File: src/rtl/dest_demux_pkg.sv
// Constants shared by the write-side demux and the read-side four-FIFO selector.
package dest_demux_pkg;
    localparam int DATA_W   = 10;
    localparam int DEST_HI  = 9;
    localparam int DEST_LO  = 8;
    localparam int NUM_DEST = 4;
    localparam int CNT_W    = 8;

    typedef enum logic {
        EMPTY  = 1'b0,
        LOADED = 1'b1
    } stage_st_e;
endpackage

File: src/rtl/dest_demux_push_counter.sv
// Wrapping push counter with synchronous reset and increment enable.
module push_counter #(
    parameter int CNT_W = 8
) (
    input  logic             clk,
    input  logic             reset,
    input  logic             en,
    output logic [CNT_W-1:0] cnt
);
    always_ff @(posedge clk) begin
        if (reset)   cnt <= '0;
        else if (en) cnt <= cnt + 1'b1;
    end
endmodule

File: src/rtl/dest_demux.sv
// One-entry registered stage that steers each word to one of four FIFOs by its
// top two bits, stalling upstream while the addressed FIFO is full.
module dest_demux #(
    parameter int DATA_W = dest_demux_pkg::DATA_W,
    parameter int CNT_W  = dest_demux_pkg::CNT_W
) (
    input  logic              clk,
    input  logic              reset,
    input  logic [DATA_W-1:0] data_in,
    input  logic              valid_in,
    input  logic [3:0]        fifo_full,
    output logic              pause,
    output logic [DATA_W-1:0] data_out,
    output logic [3:0]        push,
    output logic [CNT_W-1:0]  cnt0,
    output logic [CNT_W-1:0]  cnt1,
    output logic [CNT_W-1:0]  cnt2,
    output logic [CNT_W-1:0]  cnt3
);
    import dest_demux_pkg::*;

    stage_st_e                          state, state_nxt;
    logic [DATA_W-1:0]                  buf_data;
    logic [1:0]                         dest;
    logic                               take;
    logic [NUM_DEST-1:0][CNT_W-1:0]     cnt_arr;

    always_ff @(posedge clk) begin
        if (reset) begin
            state    <= EMPTY;
            buf_data <= '0;
        end else begin
            state <= state_nxt;
            if (take) buf_data <= data_in;
        end
    end

    always_comb begin
        dest      = buf_data[DATA_W-1 -: 2];
        push      = '0;
        pause     = 1'b0;
        state_nxt = state;
        if (state == LOADED) begin
            if (fifo_full[dest]) pause = 1'b1;
            else                 push[dest] = 1'b1;
        end
        take = valid_in & ~pause;
        case (state)
            EMPTY:   if (take) state_nxt = LOADED;
            // A stall keeps LOADED; a drain without refill empties the stage.
            LOADED:  if (!pause && !take) state_nxt = EMPTY;
            default: state_nxt = EMPTY;
        endcase
    end

    assign data_out = buf_data;

    for (genvar g = 0; g < NUM_DEST; g++) begin : g_cnt
        push_counter #(.CNT_W(CNT_W)) u_cnt (
            .clk   (clk),
            .reset (reset),
            .en    (push[g]),
            .cnt   (cnt_arr[g])
        );
    end

    assign cnt0 = cnt_arr[0];
    assign cnt1 = cnt_arr[1];
    assign cnt2 = cnt_arr[2];
    assign cnt3 = cnt_arr[3];
endmodule
File: config.mk
export PLATFORM = sky130hd
export DESIGN_NAME = dest_demux
export DESIGN_NICKNAME = d
export VERILOG_FILES = /design/src/rtl/dest_demux_pkg.sv /design/src/rtl/dest_demux_push_counter.sv /design/src/rtl/dest_demux.sv
export SDC_FILE = /design/constraint.sdc
export NUM_CORES = 1
export LEC_CHECK = 0
export BUFFER_PORTS_ARGS = -buffer_cell sky130_fd_sc_hd__buf_4
export CORE_MARGIN = 2
export CORE_UTILIZATION = 50
export CTS_CLUSTER_SIZE = 14
export DETAILED_ROUTE_END_ITERATION = 8
export PLACE_DENSITY = 0.82
export SKIP_LAST_GASP = 1
export SLEW_MARGIN = 5
export SYNTH_ARGS = -nofsm -noshare
export SYNTH_HDL_FRONTEND = slang
export SYNTH_SLANG_ARGS = --single-unit
File: constraint.sdc
create_clock -name clk -period 1.9 [get_ports clk]
set_clock_uncertainty 0.1 [all_clocks]
set_input_delay 0.095 -clock clk [delete_from_list [all_inputs] [get_ports clk]]
set_output_delay 0.095 -clock clk [all_outputs]
set_load 0.005 [all_outputs]
; Word-level counts from Yosys, hierarchy flattened
; Index checks and enable logic that the tools add are counted.
[classes]
n_addsub = 4
n_lt_le_gt_ge = 2
mux = 11
bitwise = 3
reduce_logical = 4
[op_table]
columns = op, count
row1 = $add 8x1->8 const B, 4
row2 = $mux 4, 2
row3 = $mux 1, 6
row4 = $lt 2x3->1 const B, 1
row5 = $bmux 1 s2, 1
row6 = $demux 1 s2, 1
row7 = $ge 2x1->1 const B, 1
row8 = $logic_and 1x1->1, 2
row9 = $logic_not 1->1, 2
row10 = $not 1->1, 2
row11 = $pmux 1 s2, 1
row12 = $and 1x1->1, 1
[word_totals]
reg_bits = 43
in_bits = 17
output_inout_bits = 47
wordCells = 30

; Depth between registers and ports, before layout
; Gate-level depths: netlist of the first run.
[logic_depth]
depth_word = 10
depth_mapped = 6
ltp_nobuf = 5

; Modules after synthesis
; A second synthesis of the first run with hierarchy kept.
[hier_totals]
hier_cells = 204
hier_area_um2 = 1918.1
[modules_own_cells]
columns = module, n_inst, cells_per_inst, area_per_inst_um2, seq_area_each_um2
row1 = push_counter, 4, 37, 339.1, 160.2
row2 = dest_demux, 1, 56, 561.8, 220.2

; Worst setup path after synthesis of the first run
; No wires, ideal clock.
[synth_path]
path_type = register to register
start = register buf_data[9], in the netlist data_out[9]
end = register g_cnt[1].u_cnt.cnt[7]
setup_time_ns = 0.128
arrival_time_ns = 1.377
required_time_ns = 1.672
path_slack_ns = 0.296
path_stages_with_launch = 7
path_buffers = 2
period_less_slack_ns = 1.604
cell_sequence = dfxtp_1 buf_6 or3b_4 buf_6 nor4_4 xnor2_1 nor2_1
[synth_between]
elab_chain_cells = 6
word_cells_on_any_way = 9
classes_between = 2 x order compare / 6 x mux / 1 x reduce/logical
[synth_lines]
columns = element, line
row1 = start: declaration, dest_demux.sv:23  ; logic [DATA_W-1:0] buf_data;
row2 = start signal: assignment, dest_demux.sv:34  ; if (take) buf_data <= data_in;
row3 = $lt 2x3->1 (implied by the code) or $ge 2x1->1 (tied branches), dest_demux.sv:45  ; else push[dest] = 1'b1;
row4 = $logic_and 1x1->1 (implied by the code), dest_demux.sv:45
row5 = $mux 1 (implied by the code), dest_demux.sv:45
row6 = $demux 1 s2, dest_demux.sv:45
row7 = $mux 4 (*), dest_demux.sv:44  ; if (fifo_full[dest]) pause = 1'b1;
row8 = $mux 4 (*), dest_demux.sv:43  ; if (state == LOADED) begin
row9 = end signal: assignment, dest_demux_push_counter.sv:12  ; else if (en) cnt <= cnt + 1'b1;
row10 = end: declaration, dest_demux_push_counter.sv:8  ; output logic [CNT_W-1:0] cnt
; Mark *: on every way between the ends. The rest lies on a longest branch, timed or not. The select of a mux whose other input is x is not followed.
; A chain may end at the register's enable or synchronous reset.

; Worst setup path after layout of the first run
[layout_path]
start = register buf_data[8], in the netlist data_out[8]
end = register buf_data[1], in the netlist data_out[1]
[layout_between]
elab_chain_cells = 6
[layout_lines]
columns = element, line
row1 = $bmux 1 s2, dest_demux.sv:44
row2 = $mux 1 (implied by the code), dest_demux.sv:44
row3 = $mux 1, dest_demux.sv:44
row4 = $mux 1, dest_demux.sv:43
row5 = $not 1->1, dest_demux.sv:47  ; take = valid_in & ~pause;
row6 = $and 1x1->1, dest_demux.sv:47
; No other way between the ends. The select of a mux whose other input is x is not followed.

==> results of run 1 <==
[placed cells by master (no fill, tap or decap), types with 2 or more instances in the layout]
cell           count
buf_4             68
xnor2_1           14
nor2_1            37
or3_1              7
clkbuf_8           6
dfxtp_1           43
nand4b_1           2
ha_1               4
nand2_1           11
mux2i_1           15
xor2_1             8
nand4_1            7
nand3_1            6
dlygate4sd3_1     11
and3_1             2
nor4_4             2
inv_1              6
a21oi_1            7
o21ai_0            6
nor3_1             9
[metal layers]
layer / share of wire, % / vias to the layer above
li1: - / 846
met1: 44 / 796
met2: 49 / 43
met3: 6.5 / 4
met4: 0.62 / 0
met5: 0 / -
[cells by family (layout without fill, tap and decap cells)]
family	count (synthesis)	in the layout	synth area share, %
compound gates	15	15	4.14
buf+inv	22	93	6.21
simple gates	90	90	24.8
xor+xnor	22	22	9.97
fa+ha+maj	4	4	2.59
flops	43	43	44.5
mux	15	15	7.77
[final timing paths]
check,cells past startpoint,to,slack (ns)
hold reg to reg,2,g_cnt[3].u_cnt.cnt[1]$_SDFFE_PP0P_,0.40
hold / removal,4,g_cnt[1].u_cnt.cnt[0]$_SDFFE_PP0P_,0.07
setup / recovery,6,data_out[1]$_SDFFE_PP0P_,0.16
setup reg to reg,6,data_out[1]$_SDFFE_PP0P_,0.16
[power breakdown]
part           internal, µW  switching (µW)  leakage [µW]
combinational          99.8            76.4      0.000724
clock                   425             300     0.0000612
sequential              919            18.7      0.000349
[per-stage QoR]
stage,power [µW],instance area (µm²)
floorplan,1050,1930
global placement,1110,2410
detailed placement,1120,2410
CTS,1860,2630
global route,1910,2630
finish,1840,2630
[worst register-to-register path, stage by stage, from the launching register on]
cell      delay (ns)
dfxtp_1         0.51
buf_4           0.19
mux2i_1         0.24
o221ai_1        0.17
buf_4           0.20
mux2i_1         0.16
nor2_1          0.05
[state kept, by name, indices dropped and copies added, names as in the netlist, named ones only]
name / cells
data_out: 10
g_cnt.u_cnt.cnt: 32
[layout make-up]
class / count / area, µm² / area share, %
multi-input combinational: 146 / 952 / 36.2
sequential: 43 / 861 / 32.7
timing repair buffer: 79 / 621 / 23.6
clock buffer: 6 / 82.6 / 3.14
tap: 48 / 60.1 / 2.28
clock inverter: 2 / 35.0 / 1.33
inverter: 6 / 22.5 / 0.855
==> flow_summary_export.csv, run 1 <==
group,metric,value,unit
route,wire_per_inst,12.3,µm
synth,syn_avg_cell_area,9.16,µm²
flow_run,drv_cap,0,
worst_setup_path,startpoint,"data_out[8]$_SDFFE_PP0P_",
clock_tree,numCtsBuffers,5,
synth,ys_seq_area_share,44.5,%
synth,synth_top_area_share,44.5,%
global_route,busiest_layer,"met2",
worst_setup_path,rr_startpoint,"data_out[8]$_SDFFE_PP0P_",
global_route,globalRoute.totalOverflow,0,
hold_path,hold_path.class,"primary input to flop",
global_route,grtUsageMet2,32.9,%
clock_tree,clk_pin_slew,0.08,ns
finish,fin_nets,302,
worst_setup_path,path_buf_inv,2,
synth,synth_warnings,0,
sta,rsz0062_at_grt,"false",
synth,yosysMostFrequentCell,"dfxtp_1",
clock_tree,cts_sinks,43,
synth,ys_ff_latch,43,
synth,synth.distinct_cells,30,
route,first_pass_iters,4,
run_status,run_status,"finished, final reports clean",
route,finalWirelength,4050,µm
worst_setup_path,cpPeakStageDelay,0.51,ns
sta,setup_viol,0,
synth,synth_area,1930,µm²
sta,slew_violations,0,
floorplan,die_area,4380,µm²
sta,hold_viol_final,0,
sta,finalSetupTns,0,ns
worst_setup_path,worstSetupPathType,"flop to flop",
worst_setup_path,cp_cell_sequence,"buf_4 > mux2i_1 > o221ai_1 > buf_4 > mux2i_1 > nor2_1",
worst_setup_path,cp_slowest_cell,"dfxtp_1",
clock_tree,cts_setup_buffers,0,
placement,hpwl,2820,µm
worst_setup_path,critPathRequiredTime,1.97,ns
hold_path,min_from,"fifo_full[1]",
finish,layoutNonFillerInstCount,330,
synth,synthFlopType,"dfxtp_1",
sta,timing.fmax,575,MHz
placement,port_buffers,63,
global_route,grt_pass1_vias,1505,
finish,fillerInstances,303,
floorplan,rows,22,
finish,postLayoutCoreUtil,71.4,%
synth,synth_top_area_cell,"dfxtp_1",
sta,relSlewSlack,70.8,%
pwr,powerDensity,698,nW/µm²
worst_setup_path,cp.arrival,1.81,ns
worst_setup_path,cp-start-kind,"flop",
pwr,vdd_drop_max,536,µV
sta,fin_crit,1.74,ns
global_route,antenna_found_initial,0,
synth,synth-edff-count,0,
synth,syn-instance-count,211,
worst_setup_path,end_kind,"flop",
clock_tree,root_buffer,"clkbuf_8",
floorplan,ios,64,
floorplan,die_w,66.2,µm
route,num_vias,1689,
clock_tree,cts_tree,"yes",
clock_tree,clk_latency,0.29,ns
route,detail_route.iter0.violations,82,
placement,dp_slack,0.180,ns
pwr,p_leak,0.00113,µW
placement,dp.cells,311,
synth,synth_common_cells,"43 x dfxtp_1, 37 x nor2_1, 15 x mux2i_1",
clock_tree,clockBufferDepth,2,
synth,yosys-top-cells-area,"dfxtp_1 45%, mux2i_1 7.8%, nor2_1 7.2%, xnor2_1 6.3%, xor2_1 3.6%",
route,via_per_inst,5.12,
clock_tree,post_cts_resized,0,
sta,hold_ws,0.0730,ns
route,final_antenna_net_count,0,
clock_tree,cts-htree-levels,2,
floorplan,initial_core_util,52.4,%
floorplan,fp.coreArea,3690,µm²
global_route,grtUsageTotal,18.7,%
global_route,grt_max_degree,44,
placement,gp_congestion,0.699,
worst_setup_path,path_delay_family,"flip-flops",
synth,syn_nets,232,
finish,antenna_cells,0,
global_route,grt_util_met1,22.2,%
global_route,grt_pass1_wl,6480,µm
finish,drive_gt1_share,28.7,%
global_route,grt_use_met3,5.28,%
sta,tightestPinTransition,0.438,ns
worst_setup_path,crit_path_max_fanout,11,
clock_tree,holdBufCountCts,11,
route,drc,0,
sta,timing.final.crit_share,91.6,%
synth,async_flop_share,0,%
finish,syn_to_final_growth,36.2,%
floorplan,die_height,66.2,µm
sta,fin_ws,0.160,ns
(Power assumes the default switching activity.)
==> run 2, diff against run 1 <==
--- a/config.mk
+++ b/config.mk
@@ -7,10 +7,11 @@
 export LEC_CHECK = 0
 export BUFFER_PORTS_ARGS = -buffer_cell sky130_fd_sc_hd__buf_4
 export CORE_MARGIN = 2
-export CORE_UTILIZATION = 50
+export CORE_UTILIZATION = 30
+export CTS_CLUSTER_DIAMETER = 100
 export CTS_CLUSTER_SIZE = 14
 export DETAILED_ROUTE_END_ITERATION = 8
-export PLACE_DENSITY = 0.82
+export PLACE_DENSITY = 0.55
 export SKIP_LAST_GASP = 1
 export SLEW_MARGIN = 5
 export SYNTH_ARGS = -nofsm -noshare
==> flow_summary_export.csv, run 2 (synthesized netlist as in run 1, its figures left out) <==
group,metric,value,unit
run_status,run_status,"finished, final reports clean",
worst_setup_path,startpoint,"data_out[8]$_SDFFE_PP0P_",
sta,relSlewSlack,69.2,%
sta,timing.final.crit_share,91.8,%
flow_run,drv_cap,0,
floorplan,die_area,7100,µm²
floorplan,die_height,84.3,µm
floorplan,rows,29,
global_route,grt_max_degree,44,
floorplan,ios,64,
route,num_vias,1614,
worst_setup_path,end_kind,"flop",
clock_tree,cts_sinks,43,
route,via_per_inst,4.50,
pwr,seqPwrFrac,53.9,%
finish,syn_to_final_growth,37.5,%
placement,hpwl,3030,µm
pwr,p_int,1350,µW
floorplan,initial_core_util,30.8,%
finish,final_common_cell,"buf_4",
clock_tree,post_cts_resized,0,
pwr,powerDensity,656,nW/µm²
global_route,grt_pass1_vias,1525,
global_route,grt_pass1_wl,7280,µm
finish,stdcell_area,2660,µm²
worst_setup_path,rr_startpoint,"data_out[8]$_SDFFE_PP0P_",
route,first_pass_iters,4,
clock_tree,clockBufferDepth,2,
route,drc,0,
global_route,grtUsageTotal,12.7,%
sta,finalSetupTns,0,ns
placement,gp_congestion,0.718,
floorplan,die_w,84.3,µm
worst_setup_path,crit_path_max_fanout,11,
worst_setup_path,cp-start-kind,"flop",
finish,fin_nets,302,
worst_setup_path,critPathRequiredTime,1.97,ns
sta,hold_viol_final,0,
pwr,sw_frac_of_total,22.5,%
clock_tree,cts-htree-levels,2,
clock_tree,numCtsBuffers,5,
sta,rsz0062_at_grt,"false",
global_route,globalRoute.totalOverflow,0,
hold_path,min_from,"fifo_full[0]",
pwr,p_leak,0.00112,µW
worst_setup_path,cp.arrival,1.81,ns
pwr,vdd_drop_max,285,µV
finish,antenna_cells,0,
sta,fin_crit,1.74,ns
route,finalWirelength,4270,µm
finish,drive_gt1_share,28.7,%
placement,placed_cell_area,2450,µm²
placement,port_buffers,63,
route,detail_route.iter0.violations,54,
sta,setup_viol,0,
finish,largest_reg_flops,32,
finish,largest_register,"g_cnt.u_cnt.cnt",
route,final_antenna_net_count,0,
clock_tree,clk_pin_slew,0.08,ns
hold_path,hold_path.class,"primary input to flop",
pwr,share_comb_of_total_power,10.0,%
route,wire_per_inst,11.9,µm
sta,timing.fmax,574,MHz
clock_tree,cts_tree,"yes",
sta,slew_violations,0,
floorplan,fp.coreArea,6280,µm²
sta,tightestPinTransition,0.462,ns
clock_tree,clk_latency,0.29,ns
global_route,antenna_found_initial,0,
clock_tree,root_buffer,"clkbuf_8",
worst_setup_path,worstSetupPathType,"flop to flop",
finish,layout.cells.most_common_list,"68 x buf_4, 43 x dfxtp_1, 37 x nor2_1",
pwr,p_sw,393,µW
pwr,clkPwrFrac,36.1,%
[run 2: cell count changes in the layout (fill, tap and decap cells not counted), sizes merged]
| cell | delta |
|---|---|
| clkinv | -1 |
| bufinv | -1 |
| clkbuf | +2 |
[run 2: cell type report]
| cell class | instances | area, µm² |
|---|---|---|
| repair buffers | 79 | 621 |
| well taps | 77 | 96.3 |
| fillers | 645 | 3620 |
| flip-flops and latches | 43 | 861 |
| inverters | 6 | 22.5 |
| clock buffers | 8 | 100 |
| multi-input cells | 146 | 958 |
[run 2: power by group through the flow]
stage,Clock (µW),Combinational [µW],Sequential [µW]
after global routing,711,192,943
final,629,174,940
after detailed placement,0,158,961
after CTS,668,176,941
after floorplan,0,92.8,953
after global placement,0,158,961
[run 2: what timing repair did]
action | in CTS | in global routing
hold buffers | 11 | 0
setup endpoints to repair | 0 | 0
endpoints found under the hold margin | 11 | 0
setup buffers | 0 | 0
[run 2: layer usage]
layer | wire, µm | track usage (%) | vias to the layer above
met1 | 2080 | 16.7 | 724
met2 | 1860 | 19.0 | 42
met4 | 23 | 3.96 | 0
met5 | 0 | 0 | -
met3 | 306 | 5.11 | 2
li1 | - | - | 846
[run 2: critical path, cell delays in order (launching register included)]
cell	delay [ns]
dfxtp_1	0.57
or3b_4	0.49
nor4_4	0.27
xnor2_1	0.14
nor2_1	0.05
[run 2: path summary, 6_finish.rpt]
kind,end,slack [ns],depth (start not counted)
min reg2reg,data_out[5]$_SDFFE_PP0P_,0.40,2
max reg2reg,g_cnt[1].u_cnt.cnt[7]$_SDFFE_PP0P_,0.16,4
min,g_cnt[0].u_cnt.cnt[0]$_SDFFE_PP0P_,0.07,4
max,g_cnt[1].u_cnt.cnt[7]$_SDFFE_PP0P_,0.16,4
[run 2: metrics by stage]
step	total power (µW)	util, %	hold slack [ns]	instances	setup WS (ns)
global route	1850	42.4	0.0740	359	0.0200
detailed placement	1120	39.0	0.224	340	0.153
finish	1740	42.4	0.0703	359	0.157
floorplan	1050	-	0.116	211	0.296
global placement	1120	39.0	0.218	340	0.183
CTS	1790	42.4	0.0594	359	0.147
==> run 3, diff against run 2 <==
==> constraint.sdc (replaced) <==
create_clock -name clk -period 1.9 [get_ports clk]
set_clock_uncertainty 0.1 [all_clocks]
set_input_delay 0.19 -clock clk [delete_from_list [all_inputs] [get_ports clk]]
set_output_delay 0.19 -clock clk [all_outputs]
set_load 0.005 [all_outputs]
==> flow_summary_export.csv, run 3 (synthesized netlist as in run 1, its figures left out) <==
group,metric,value,unit
worst_setup_path,worstSetupPathType,"flop to primary output",
floorplan,die_area,7100,µm²
sta,fin_crit,1.72,ns
clock_tree,cts_setup_buffers,0,
worst_setup_path,cp-start-kind,"flop",
finish,largest_register,"g_cnt.u_cnt.cnt",
route,drc,0,
clock_tree,clockBufferDepth,2,
route,num_vias,1574,
sta,tightestPinTransition,0.463,ns
placement,placed_cell_area,2450,µm²
floorplan,rows,29,
clock_tree,clk_latency,0.29,ns
global_route,grt_max_degree,44,
route,first_pass_iters,4,
global_route,grtUsageTotal,12.4,%
route,final_antenna_net_count,0,
sta,hold_viol_final,0,
worst_setup_path,critPathRequiredTime,1.61,ns
floorplan,die_height,84.3,µm
finish,fin_nets,291,
finish,stdcell_area,2550,µm²
global_route,globalRoute.totalOverflow,0,
finish,syn_to_final_growth,32.0,%
sta,timing.fmax,581,MHz
sta,finalSetupTns,0,ns
finish,drive_gt1_share,30.6,%
finish,postLayoutCoreUtil,40.6,%
pwr,p_leak,0.00108,µW
sta,rsz0062_at_grt,"false",
clock_tree,holdBufCountCts,0,
sta,relSlewSlack,69.2,%
floorplan,initial_core_util,30.8,%
route,finalWirelength,4170,µm
global_route,grt_pass1_wl,7110,µm
route,detail_route.iter0.violations,44,
pwr,vdd_drop_max,285,µV
finish,fillerInstances,654,
clock_tree,cts_sinks,43,
flow_run,drv_cap,0,
global_route,grt_pass1_vias,1476,
sta,timing.final.crit_share,90.6,%
sta,setup_viol,0,
placement,gp_congestion,0.718,
hold_path,hold_path.class,"primary input to flop",
route,wire_per_inst,12.0,µm
placement,dp.cells,340,
finish,layoutNonFillerInstCount,348,
floorplan,die_w,84.3,µm
global_route,antenna_found_initial,0,
clock_tree,cts-htree-levels,2,
worst_setup_path,rr_startpoint,"data_out[9]$_SDFFE_PP0P_",
placement,port_buffers,63,
finish,antenna_cells,0,
worst_setup_path,crit_path_max_fanout,7,
worst_setup_path,cp.arrival,1.43,ns
clock_tree,cts_tree,"yes",
clock_tree,numCtsBuffers,5,
route,via_per_inst,4.52,
floorplan,ios,64,
hold_path,min_from,"valid_in",
pwr,powerDensity,676,nW/µm²
worst_setup_path,r2r_slack,0.28,ns
finish,layout.cells.most_common_list,"68 x buf_4, 41 x dfxtp_1, 37 x nor2_1",
finish,largest_reg_flops,32,
run_status,run_status,"finished, final reports clean",
floorplan,fp.coreArea,6280,µm²
finish,final_common_cell,"buf_4",
sta,slew_violations,0,
worst_setup_path,end_kind,"primary output",
clock_tree,clk_pin_slew,0.08,ns
placement,hpwl,3030,µm
clock_tree,root_buffer,"clkbuf_8",
## run 3: cell count changes in the layout (fill, tap and decap cells not counted)
| cell | change |
|---|---|
| dlygate4sd3_1 | -11 |
| dfxtp_1 | -2 |
| dfxtp_2 | +2 |
## run 3: power by group
| part | internal, µW | switching [µW] | total [µW] |
|---|---|---|---|
| registers | 920 | 20.7 | 940 |
| clock network | 332 | 297 | 629 |
| logic | 85.5 | 70.3 | 156 |
| total | 1340 | 388 | 1730 |
## run 3: repair_timing
action / in CTS / in global routing
setup endpoints to repair: 0 / 2
gates resized for setup: 0 / 2
hold endpoints to repair: 0 / 0
## run 3: critical path, cell delays in order (launching register included)
cell and delay, ns:
dfxtp_1 0.46, nand2b_1 0.18, nor3b_2 0.33, buf_4 0.17
## run 3: area by class of cell
type | count | area [µm²] | area share (%)
well taps | 77 | 96.3 | 3.78
clock buffers | 8 | 100 | 3.92
inverters | 6 | 22.5 | 0.883
flip-flops and latches | 43 | 863 | 33.8
multi-input cells | 146 | 958 | 37.6
repair buffers | 68 | 510 | 20.0
## run 3: per-layer routing
layer  track usage (%)  vias to the layer above  routed length (µm)
met2              18.0                       42                1770
met5                 0                        -                   0
li1                  -                      825                   -
met4              3.96                        0                  23
met1              16.6                      705                2040
met3              5.51                        2                 344
## run 3: path summary, 6_finish.rpt
check,cells after the start,endpoint
min,3,flop
max,3,push[1]
min reg2reg,2,data_out[5]$_SDFFE_PP0P_
max reg2reg,4,g_cnt[0].u_cnt.cnt[7]$_SDFFE_PP0P_
## run 3: metrics by stage
step / power [µW] / setup slack [ns] / hold slack, ns
after global routing: 1830 / 0.0452 / 0.0241
after detailed placement: 1120 / 0.153 / 0.319
final: 1730 / 0.178 / 0.0201
after floorplan: 1050 / 0.296 / 0.211
after global placement: 1120 / 0.183 / 0.313
after CTS: 1770 / 0.0598 / 0.00467
